===== src/rtl/draw_scheduler.sv =====
// rtl/draw_scheduler.sv - frame sequencer sharing the VGA write port among four sprite drawers
module draw_scheduler #(
    parameter int TIMEOUT = 64
) (
    input  logic        clk,
    input  logic        reset,
    input  logic        frame_tick,
    input  logic        pause,
    input  logic [3:0]  slot_mask,
    input  logic        update_done,
    input  logic [3:0]  draw_done,
    input  logic [31:0] src_x,
    input  logic [27:0] src_y,
    input  logic [11:0] src_colour,
    output logic        update_req,
    output logic [3:0]  draw_start,
    output logic [7:0]  vga_x,
    output logic [6:0]  vga_y,
    output logic [2:0]  vga_colour,
    output logic        vga_plot,
    output logic        busy,
    output logic [3:0]  timeout_flags,
    output logic [7:0]  overrun_count
);
    localparam int TW = $clog2(TIMEOUT);

    typedef enum logic [2:0] {IDLE, UPDATE, SELECT, DRAW, GAP} state_t;

    state_t        state;
    logic [1:0]    cur;
    logic [3:0]    frame_mask;
    logic [TW-1:0] timer;

    logic          found;
    logic [1:0]    pick;
    logic [7:0]    sel_x;
    logic [6:0]    sel_y;
    logic [2:0]    sel_c;

    // Descending scan so the lowest qualifying slot wins.
    always_comb begin
        found = 1'b0;
        pick  = cur;
        for (int i = 3; i >= 0; i--) begin
            if (2'(i) >= cur && frame_mask[i]) begin
                found = 1'b1;
                pick  = 2'(i);
            end
        end
    end

    always_comb begin
        sel_x = src_x[7:0];
        sel_y = src_y[6:0];
        sel_c = src_colour[2:0];
        case (cur)
            2'd0: begin sel_x = src_x[7:0];   sel_y = src_y[6:0];   sel_c = src_colour[2:0];  end
            2'd1: begin sel_x = src_x[15:8];  sel_y = src_y[13:7];  sel_c = src_colour[5:3];  end
            2'd2: begin sel_x = src_x[23:16]; sel_y = src_y[20:14]; sel_c = src_colour[8:6];  end
            2'd3: begin sel_x = src_x[31:24]; sel_y = src_y[27:21]; sel_c = src_colour[11:9]; end
            default: ;
        endcase
    end

    always_ff @(posedge clk) begin
        if (!reset) begin
            state         <= IDLE;
            cur           <= 2'd0;
            frame_mask    <= 4'd0;
            timer         <= '0;
            update_req    <= 1'b0;
            draw_start    <= 4'd0;
            vga_x         <= 8'd0;
            vga_y         <= 7'd0;
            vga_colour    <= 3'd0;
            vga_plot      <= 1'b0;
            busy          <= 1'b0;
            timeout_flags <= 4'd0;
            overrun_count <= 8'd0;
        end else begin
            update_req <= 1'b0;
            // Pixel fields and plot trail the drawer by one cycle to match its registered output.
            vga_plot   <= (state == DRAW);
            vga_x      <= sel_x;
            vga_y      <= sel_y;
            vga_colour <= sel_c;

            if (frame_tick && state != IDLE && overrun_count != 8'hff)
                overrun_count <= overrun_count + 8'd1;

            case (state)
                IDLE: begin
                    if (frame_tick && !pause) begin
                        state      <= UPDATE;
                        frame_mask <= slot_mask;
                        cur        <= 2'd0;
                        update_req <= 1'b1;
                        busy       <= 1'b1;
                    end
                end
                UPDATE: begin
                    if (update_done)
                        state <= SELECT;
                end
                SELECT: begin
                    if (found) begin
                        cur        <= pick;
                        state      <= DRAW;
                        draw_start <= 4'b0001 << pick;
                        timer      <= '0;
                    end else begin
                        state <= IDLE;
                        busy  <= 1'b0;
                    end
                end
                DRAW: begin
                    if (draw_done[cur]) begin
                        state      <= GAP;
                        draw_start <= 4'd0;
                    end else if (timer == TW'(TIMEOUT - 1)) begin
                        timeout_flags[cur] <= 1'b1;
                        state              <= GAP;
                        draw_start         <= 4'd0;
                    end else begin
                        timer <= timer + 1'b1;
                    end
                end
                GAP: begin
                    cur <= cur + 2'd1;
                    if (cur == 2'd3) begin
                        state <= IDLE;
                        busy  <= 1'b0;
                    end else begin
                        state <= SELECT;
                    end
                end
                default: state <= IDLE;
            endcase
        end
    end
endmodule

===== config.mk =====
export PLATFORM = sky130hd
export DESIGN_NAME = draw_scheduler
export DESIGN_NICKNAME = d
export VERILOG_FILES = /design/src/rtl/draw_scheduler.sv
export SDC_FILE = /design/constraint.sdc
export NUM_CORES = 1
export LEC_CHECK = 0
export ABC_AREA = 1
export BUFFER_PORTS_ARGS = -buffer_cell sky130_fd_sc_hd__clkbuf_2
export CAP_MARGIN = 20
export CORE_MARGIN = 10
export CORE_UTILIZATION = 47
export CTS_CLUSTER_DIAMETER = 80
export DETAILED_ROUTE_END_ITERATION = 16
export PLACE_DENSITY = 0.81
export SYNTH_ARGS = -nofsm -noshare
export SYNTH_HDL_FRONTEND = slang
export SYNTH_SLANG_ARGS = --single-unit

===== constraint.sdc =====
create_clock -name clk -period 1.9 [get_ports clk]
set_input_delay 0.38 -clock clk [delete_from_list [all_inputs] [get_ports clk]]
set_output_delay 0.38 -clock clk [all_outputs]
set_load 0.05 [all_outputs]

==> results.env, run 1 <==
STATUS='complete, no violations'
SYNTH.CELL_AREA_UM2=2700
PORTBUFFERS=121
CAP_VIOLATIONS=0
SETUP_TOTAL_NEGATIVE_SLACK_NS=0
FLOORPLAN.INITIALDENSITY=0.488
CTS_SETUP_BUFFERS=0
GRT_USAGE=0.180
CORE_REGION_AREA_UM2=5540
DRTANTENNAVIOLNETS=0
WORST_SETUP_TIMING_SLACK_AT_THE_PLACEMENT_STAGE_NS=0.124
SYN_AREA_PER_CELL_UM2=7.13
CTS_ROOT_BUFFER='sky130_fd_sc_hd__clkbuf_8'
FRACTION_OF_FINAL_LAYOUT_CELLS_SIZED_BEYOND_DRIVE_STRENGTH_1=0.325
LAYOUT.CELLS.MOST_COMMON='sky130_fd_sc_hd__clkbuf_2'
POWER.DENSITY_nW_PER_UM2=1330
COUNT_OF_FINAL_HOLD_CHECK_VIOLATIONS=0
WORSTMARGINPINSLEW_NS=0.652
R2R-START='cur[1]$_SDFFE_PN0P_'
MINIMUM_CLOCK_PERIOD_AFTER_LAYOUT_NS=1.68
WORST_SETUP_HOLD_PATH_CLK_SLEW_NS=0.09
FINALSETUPVIOLATIONS=0
GRT_ANTENNA_BEFORE_REPAIR=0
CRIT_PATH_ARRIVAL_TIME_NS=1.88
CTS_MAX_LEVEL=2
FINAL_CELL_AREA_UM2=3490
YOSYS.CELL_TYPES.COUNT=33
POSTSYNTHREGISTERBITS=52
DRT_ITER0_DRC=119
WHS_PATH_DEPTH=3
GRT_MAX_DEGREE=20
CRITPATHMAXFANOUT=9
POSTSYNTHNETCOUNT=472
DIE_HEIGHT_UM=95.8
DPL-INSTANCE-AREA_UM2=3360
SEQ_POWER_SHARE=0.317
FIN_NETS=590
GRT_PASS1_VIAS=2840
ROWS=27
CP-END-KIND='register'
HP-CLASS='in -> reg'
CLK_SKEW_NS=0.00272
FMAX_MHz=594
YOSYSWARNINGS=0
SETUP.WORST_PATH.CLASS='reg -> reg'
SW_PWR_mW=2.22
SLEW_VIOLATIONS=0
FIN_UTIL=0.630
GRT_OVERFLOW=0
POST_DRT_WL_PER_CELL_UM=14.7
IOS=122
TIMING.FINAL.WS_SETUP_NS=0.216
WORSTSETUPSTARTPOINTTYPE='register'
DR_VIAS_CELL=5.08
DIE-WIDTH_UM=95.8
CTS-ROOT-TO-SINK-BUFFERS=2
WORST_HOLD_STARTPOINT='slot_mask[0]'
DETAILEDROUTE.FIRSTPASSITERATIONCOUNT=5
YS_SEQ_AREA_FRAC=0.385
POST_SYNTH_INST_COUNT=379
PLACE_CONGESTION=0.853
SLEW-LIMIT-HEADROOM=0.565
NUMCLOCKSINKS=52
MIN_TO='frame_mask[0]$_SDFFE_PN0P_'
FF2FF_PATH_DEPTH=10
SWSHARE=0.477
POWER.COMBINATIONAL.FRACTION=0.506
FINAL_MIN_PERIOD_OVER_CLOCK_PERIOD=0.886
SETUP_SLACK_REG_TO_REG_NS=0.22
ANTENNA_CELLS=0
FINAL_CELL_MIX='sky130_fd_sc_hd__clkbuf_2, sky130_fd_sc_hd__nand2_1, sky130_fd_sc_hd__dfxtp_1'
TRITONCTS.NUM_BUFFERS=5
CLOCK_LATENCY_REPORTED_FOR_THE_LATE_SIDE_OF_THE_WORST_SKEW_PAIR_NS=0.30
PEAKVDDDROP_mV=0.867
CTS_TREE='yes'
ROUTED_WL_MM=8.36
VIA_COUNT=2898
RR_ENDPOINT='timer[1]$_SDFFE_PN0P_'
DIEAREA_UM2=9190
UNREPAIRED_SETUP_ENDPOINTS_AFTER_GLOBAL_ROUTING='false'
FIN_WORST_HOLD_SLACK_NS=0.297
LAYOUT-AREA-OVERHEAD-VS-SYNTH_PCT=29.1
POWER.SHARE.CLOCK=0.177
DRC_ERRORS=0
LEAKAGEPOWER_nW=1.70
INTERNAL_POWER_mW=2.43
GRT_FIRST_PASS_WIRELENGTH_MM=13.3
DETAILED_PLACE_HPWL_MM=6.63
WORSTPATHREQUIRED_NS=2.10
==> per-stage QoR <==
step	instances	total power [mW]
4_1_cts	570	4.66
2_1_floorplan	379	3.23
5_1_grt	570	4.95
3_3_place_gp	562	3.77
6_report	570	4.65
3_5_place_dp	562	3.83
==> timing repair <==
action / 4_1_cts / 5_1_grt
hold buffers: 0 / 0
endpoints found under the setup margin: 0 / 6
resized for setup: 0 / 2
==> cell families after synthesis <==
kind of cell    share of synthesized area
compound gates                      0.180
simple gates                        0.298
xor+xnor                           0.0227
buf+inv                            0.0764
fa+ha+maj                          0.0370
flops                               0.385
==> worst max path at each step <==
stage,slack (ns),endpoint,startpoint
after floorplan,0.14,overrun_count[0]$_SDFFE_PN0P_,overrun_count[0]$_SDFFE_PN0P_
after global placement,0.22,draw_start[2]$_SDFFE_PN0P_,cur[1]$_SDFFE_PN0P_
after detailed placement,0.12,timer[1]$_SDFFE_PN0P_,cur[1]$_SDFFE_PN0P_
after CTS,0.12,timer[1]$_SDFFE_PN0P_,cur[1]$_SDFFE_PN0P_
after global routing,0.08,draw_start[1]$_SDFFE_PN0P_,cur[0]$_SDFFE_PN0P_
final,0.22,timer[1]$_SDFFE_PN0P_,cur[1]$_SDFFE_PN0P_
==> power groups by stage <==
stage / logic (mW) / clock network [mW] / registers, mW
floorplan: 1.08 / 0 / 2.15
global placement: 2.29 / 0 / 1.48
detailed placement: 2.34 / 0 / 1.50
CTS: 2.35 / 0.837 / 1.47
global route: 2.57 / 0.874 / 1.50
finish: 2.35 / 0.822 / 1.47
==> cells in the mapped netlist (all sizes together) <==
cell,n,area [um^2]
nor2,40,191
nand4,2,12.5
clkbuf,10,37.5
ha,8,100
inv,32,123
o21bai,1,7.51
dfxtp,52,1040
a22oi,1,7.51
o21a,1,7.51
nand2,101,417
nor3,3,15.0
o21ai,33,165
xnor2,3,26.3
or2,1,6.26
nor3b,2,25.0
a21oi,36,188
a31oi,18,113
buf,6,46.3
xor2,4,35.0
nand3b,1,7.51
nand3,24,133
==> layout make-up <==
class,instances,area (um^2)
fillers,530,2050
multi-input cells,279,1460
flip-flops and latches,52,1040
repair buffers,127,651
inverters,32,123
clock buffers,7,96.3
well taps,72,90.1
clock inverters,1,30.0
==> registers in the layout (all words and copies together) (netlist names) <==
| signal | flops |
|---|---|
| state | 3 |
| vga_plot | 1 |
| frame_mask | 4 |
| timer | 6 |
| timeout_flags | 4 |
| vga_colour | 3 |
| vga_x | 8 |
| draw_start | 4 |
| update_req | 1 |
| cur | 2 |
| vga_y | 7 |
| busy | 1 |
| overrun_count | 8 |
==> critical path, stage by stage, from the launching register on <==
cell and delay [ns]:
sky130_fd_sc_hd__dfxtp_2 0.40, sky130_fd_sc_hd__inv_1 0.11, sky130_fd_sc_hd__ha_1 0.21, sky130_fd_sc_hd__inv_1 0.05, sky130_fd_sc_hd__nand2_1 0.04, sky130_fd_sc_hd__nand2_1 0.13
sky130_fd_sc_hd__nand3_1 0.14, sky130_fd_sc_hd__nand2_4 0.16, sky130_fd_sc_hd__nand2_4 0.10, sky130_fd_sc_hd__o21ai_0 0.18, sky130_fd_sc_hd__nor2_1 0.05
==> layer usage <==
| metal | wire (um) | up-vias | track usage |
|---|---|---|---|
| li1 | - | 1480 | - |
| met1 | 3220 | 1314 | 0.197 |
| met2 | 4420 | 96 | 0.336 |
| met3 | 634 | 8 | 0.0467 |
| met4 | 76 | 0 | 0.0442 |
| met5 | 0 | - | 0 |
(Power assumes the default switching activity.)
==> run 2: changes to the inputs <==
--- a/config.mk
+++ b/config.mk
@@ -6,13 +6,14 @@
 export NUM_CORES = 1
 export LEC_CHECK = 0
 export ABC_AREA = 1
+export ABC_CLOCK_PERIOD_IN_PS = 1900
 export BUFFER_PORTS_ARGS = -buffer_cell sky130_fd_sc_hd__clkbuf_2
 export CAP_MARGIN = 20
 export CORE_MARGIN = 10
 export CORE_UTILIZATION = 47
 export CTS_CLUSTER_DIAMETER = 80
 export DETAILED_ROUTE_END_ITERATION = 16
-export PLACE_DENSITY = 0.81
+export PLACE_DENSITY = 0.91
 export SYNTH_ARGS = -nofsm -noshare
 export SYNTH_HDL_FRONTEND = slang
 export SYNTH_SLANG_ARGS = --single-unit
==> results.env, run 2 (same netlist as run 1, synthesis figures left out) <==
WORSTSETUPSTARTPOINTTYPE='register'
POWER.DENSITY_nW_PER_UM2=1320  # -0.75%
SETUP.WORST_PATH.CLASS='reg -> reg'
GRT_USAGE=0.182  # +0.00166
FIN_CELLS=570  # unchanged
DRC_ERRORS=0  # unchanged
DIE-WIDTH_UM=95.8  # unchanged
CTS_SETUP_BUFFERS=0  # unchanged
DIEAREA_UM2=9190  # unchanged
LEAKAGEPOWER_nW=1.69  # -0.60%
FRACTION_OF_FINAL_LAYOUT_CELLS_SIZED_BEYOND_DRIVE_STRENGTH_1=0.323  # -0.00201
DETAILEDROUTE.FIRSTPASSITERATIONCOUNT=4  # -1
CORE_REGION_AREA_UM2=5540  # unchanged
LAYOUT-AREA-OVERHEAD-VS-SYNTH_PCT=28.5
NUMCLOCKSINKS=52  # unchanged
DR_VIAS_CELL=5.17  # +1.7%
CELL_TOTAL_AFTER_PLACEMENT=562  # unchanged
FINALSETUPVIOLATIONS=0  # unchanged
MINIMUM_CLOCK_PERIOD_AFTER_LAYOUT_NS=1.64  # -0.0431 ns
ROUTED_WL_MM=8.40  # +0.50%
TRITONCTS.NUM_BUFFERS=5  # unchanged
FIN_NETS=590  # unchanged
FLOORPLAN.INITIALDENSITY=0.488  # unchanged
FMAX_MHz=609  # +2.6%
DRT_ITER0_DRC=170  # +43%
SLEW-LIMIT-HEADROOM=0.562  # -0.00290
CLOCK_LATENCY_REPORTED_FOR_THE_LATE_SIDE_OF_THE_WORST_SKEW_PAIR_NS=0.31  # about the same
PLACE_CONGESTION=0.877  # +2.8%
FINAL_CELL_MIX='sky130_fd_sc_hd__clkbuf_2, sky130_fd_sc_hd__nand2_1, sky130_fd_sc_hd__dfxtp_1'
DRTANTENNAVIOLNETS=0  # unchanged
VIA_COUNT=2947  # +1.7%
WORSTMARGINPINSLEW_NS=0.656  # +0.00435 ns
CLK_SKEW_NS=0.00461  # +0.00189 ns
STATUS='complete, no violations'
POST_DRT_WL_PER_CELL_UM=14.7  # +0.50%
CP-END-KIND='register'
CTS_ROOT_BUFFER='sky130_fd_sc_hd__clkbuf_8'
IOS=122  # unchanged
PORTBUFFERS=121  # unchanged
ROWS=27  # unchanged
COUNT_OF_FINAL_HOLD_CHECK_VIOLATIONS=0  # unchanged
SETUP_TOTAL_NEGATIVE_SLACK_NS=0  # unchanged
FINAL_MIN_PERIOD_OVER_CLOCK_PERIOD=0.864  # -0.0227
GRT_ANTENNA_BEFORE_REPAIR=0  # unchanged
REG_TOP3='overrun_count x8, vga_x x8, vga_y x7'
WORSTPATHREQUIRED_NS=2.11  # about the same
POWER_mW=4.59  # -1.2%
LAYOUT.CELLS.MOST_COMMON='sky130_fd_sc_hd__clkbuf_2'
ANTENNA_CELLS=0  # unchanged
CTS_MAX_LEVEL=2  # unchanged
UNREPAIRED_SETUP_ENDPOINTS_AFTER_GLOBAL_ROUTING='false'
FIN_UTIL=0.627  # -0.00294
DIE_HEIGHT_UM=95.8  # unchanged
SLEW_VIOLATIONS=0  # unchanged
CTS-ROOT-TO-SINK-BUFFERS=2  # unchanged
CTS_TREE='yes'
GRT_MAX_DEGREE=37  # +85%
GRT_OVERFLOW=0  # unchanged
HP-CLASS='in -> reg'
GRT_PASS1_VIAS=2876  # +1.3%
NFILLCELLS=515  # -2.8%
PEAKVDDDROP_mV=0.785  # -9.5%
SETUP_SLACK_REG_TO_REG_NS=0.26  # +0.04 ns
CRITPATHMAXFANOUT=9  # unchanged
WORST_SETUP_HOLD_PATH_CLK_SLEW_NS=0.09  # about the same
CAP_VIOLATIONS=0  # unchanged
DETAILED_PLACE_HPWL_MM=6.61  # -0.36%
CRIT_PATH_ARRIVAL_TIME_NS=1.85  # -0.03 ns
GRT_FIRST_PASS_WIRELENGTH_MM=13.4  # +0.26%
[run 2: cell types whose count changed in the layout (fill, tap and decap cells not counted)]
cell / delta
sky130_fd_sc_hd__clkbuf_8: -2
sky130_fd_sc_hd__clkinv_2: +1
sky130_fd_sc_hd__clkinvlp_4: +1
sky130_fd_sc_hd__dfxtp_1: +1
sky130_fd_sc_hd__dfxtp_2: -1
[run 2: layout make-up]
| cell class | count | area [um^2] | area share |
|---|---|---|---|
| multi-input cells | 279 | 1460 | 0.419 |
| repair buffers | 127 | 651 | 0.187 |
| well taps | 72 | 90.1 | 0.0259 |
| clock inverters | 3 | 42.5 | 0.0122 |
| clock buffers | 5 | 68.8 | 0.0198 |
| flip-flops and latches | 52 | 1040 | 0.300 |
| inverters | 32 | 123 | 0.0353 |
[run 2: final timing paths]
check | start | to | cells past startpoint
hold reg to reg | timeout_flags[2]$_SDFFE_PN0P_ | timeout_flags[2]$_SDFFE_PN0P_ | 2
setup reg to reg | cur[1]$_SDFFE_PN0P_ | timer[5]$_SDFFE_PN0P_ | 10
hold / removal | slot_mask[2] | frame_mask[2]$_SDFFE_PN0P_ | 3
setup / recovery | cur[1]$_SDFFE_PN0P_ | timer[5]$_SDFFE_PN0P_ | 10
[run 2: per-stage QoR]
| stage | setup WS, ns | cell area [um^2] | hold WS [ns] |
|---|---|---|---|
| final | 0.259 | 3470 | 0.290 |
| after global routing | 0.00590 | 3470 | 0.303 |
| after CTS | 0.176 | 3470 | 0.290 |
| after detailed placement | 0.197 | 3360 | 0.444 |
| after global placement | 0.285 | 3360 | 0.440 |
| after floorplan | 0.135 | 2700 | 0.457 |
[run 2: timing repair]
item / 4_1_cts / 5_1_grt
gates resized for setup: 0 / 1
setup endpoints to repair: 0 / 7
hold buffers: 0 / 0
hold endpoints to repair: 0 / 0
[run 2: worst max-delay path, stage by stage (launching register included)]
cell	delay [ns]
sky130_fd_sc_hd__dfxtp_1	0.37
sky130_fd_sc_hd__inv_1	0.11
sky130_fd_sc_hd__ha_1	0.21
sky130_fd_sc_hd__inv_1	0.05
sky130_fd_sc_hd__nand2_1	0.04
sky130_fd_sc_hd__nand2_1	0.12
sky130_fd_sc_hd__nand3_1	0.14
sky130_fd_sc_hd__nand2_4	0.16
sky130_fd_sc_hd__nand2_4	0.09
sky130_fd_sc_hd__o21ai_0	0.17
sky130_fd_sc_hd__nor2_1	0.06
[run 2: power by group]
part | switching (mW) | total (mW) | internal [mW]
Sequential | 0.121 | 1.46 | 1.34
Combinational | 1.75 | 2.38 | 0.631
Clock | 0.366 | 0.756 | 0.390
[run 2: layer usage]
layer  GRT usage  part of all wire  up-vias
li1            -                 -     1473
met1       0.194              0.38     1343
met2       0.336              0.52      110
met3      0.0420             0.070       21
met4      0.0725             0.027        0
met5           0                 0        -
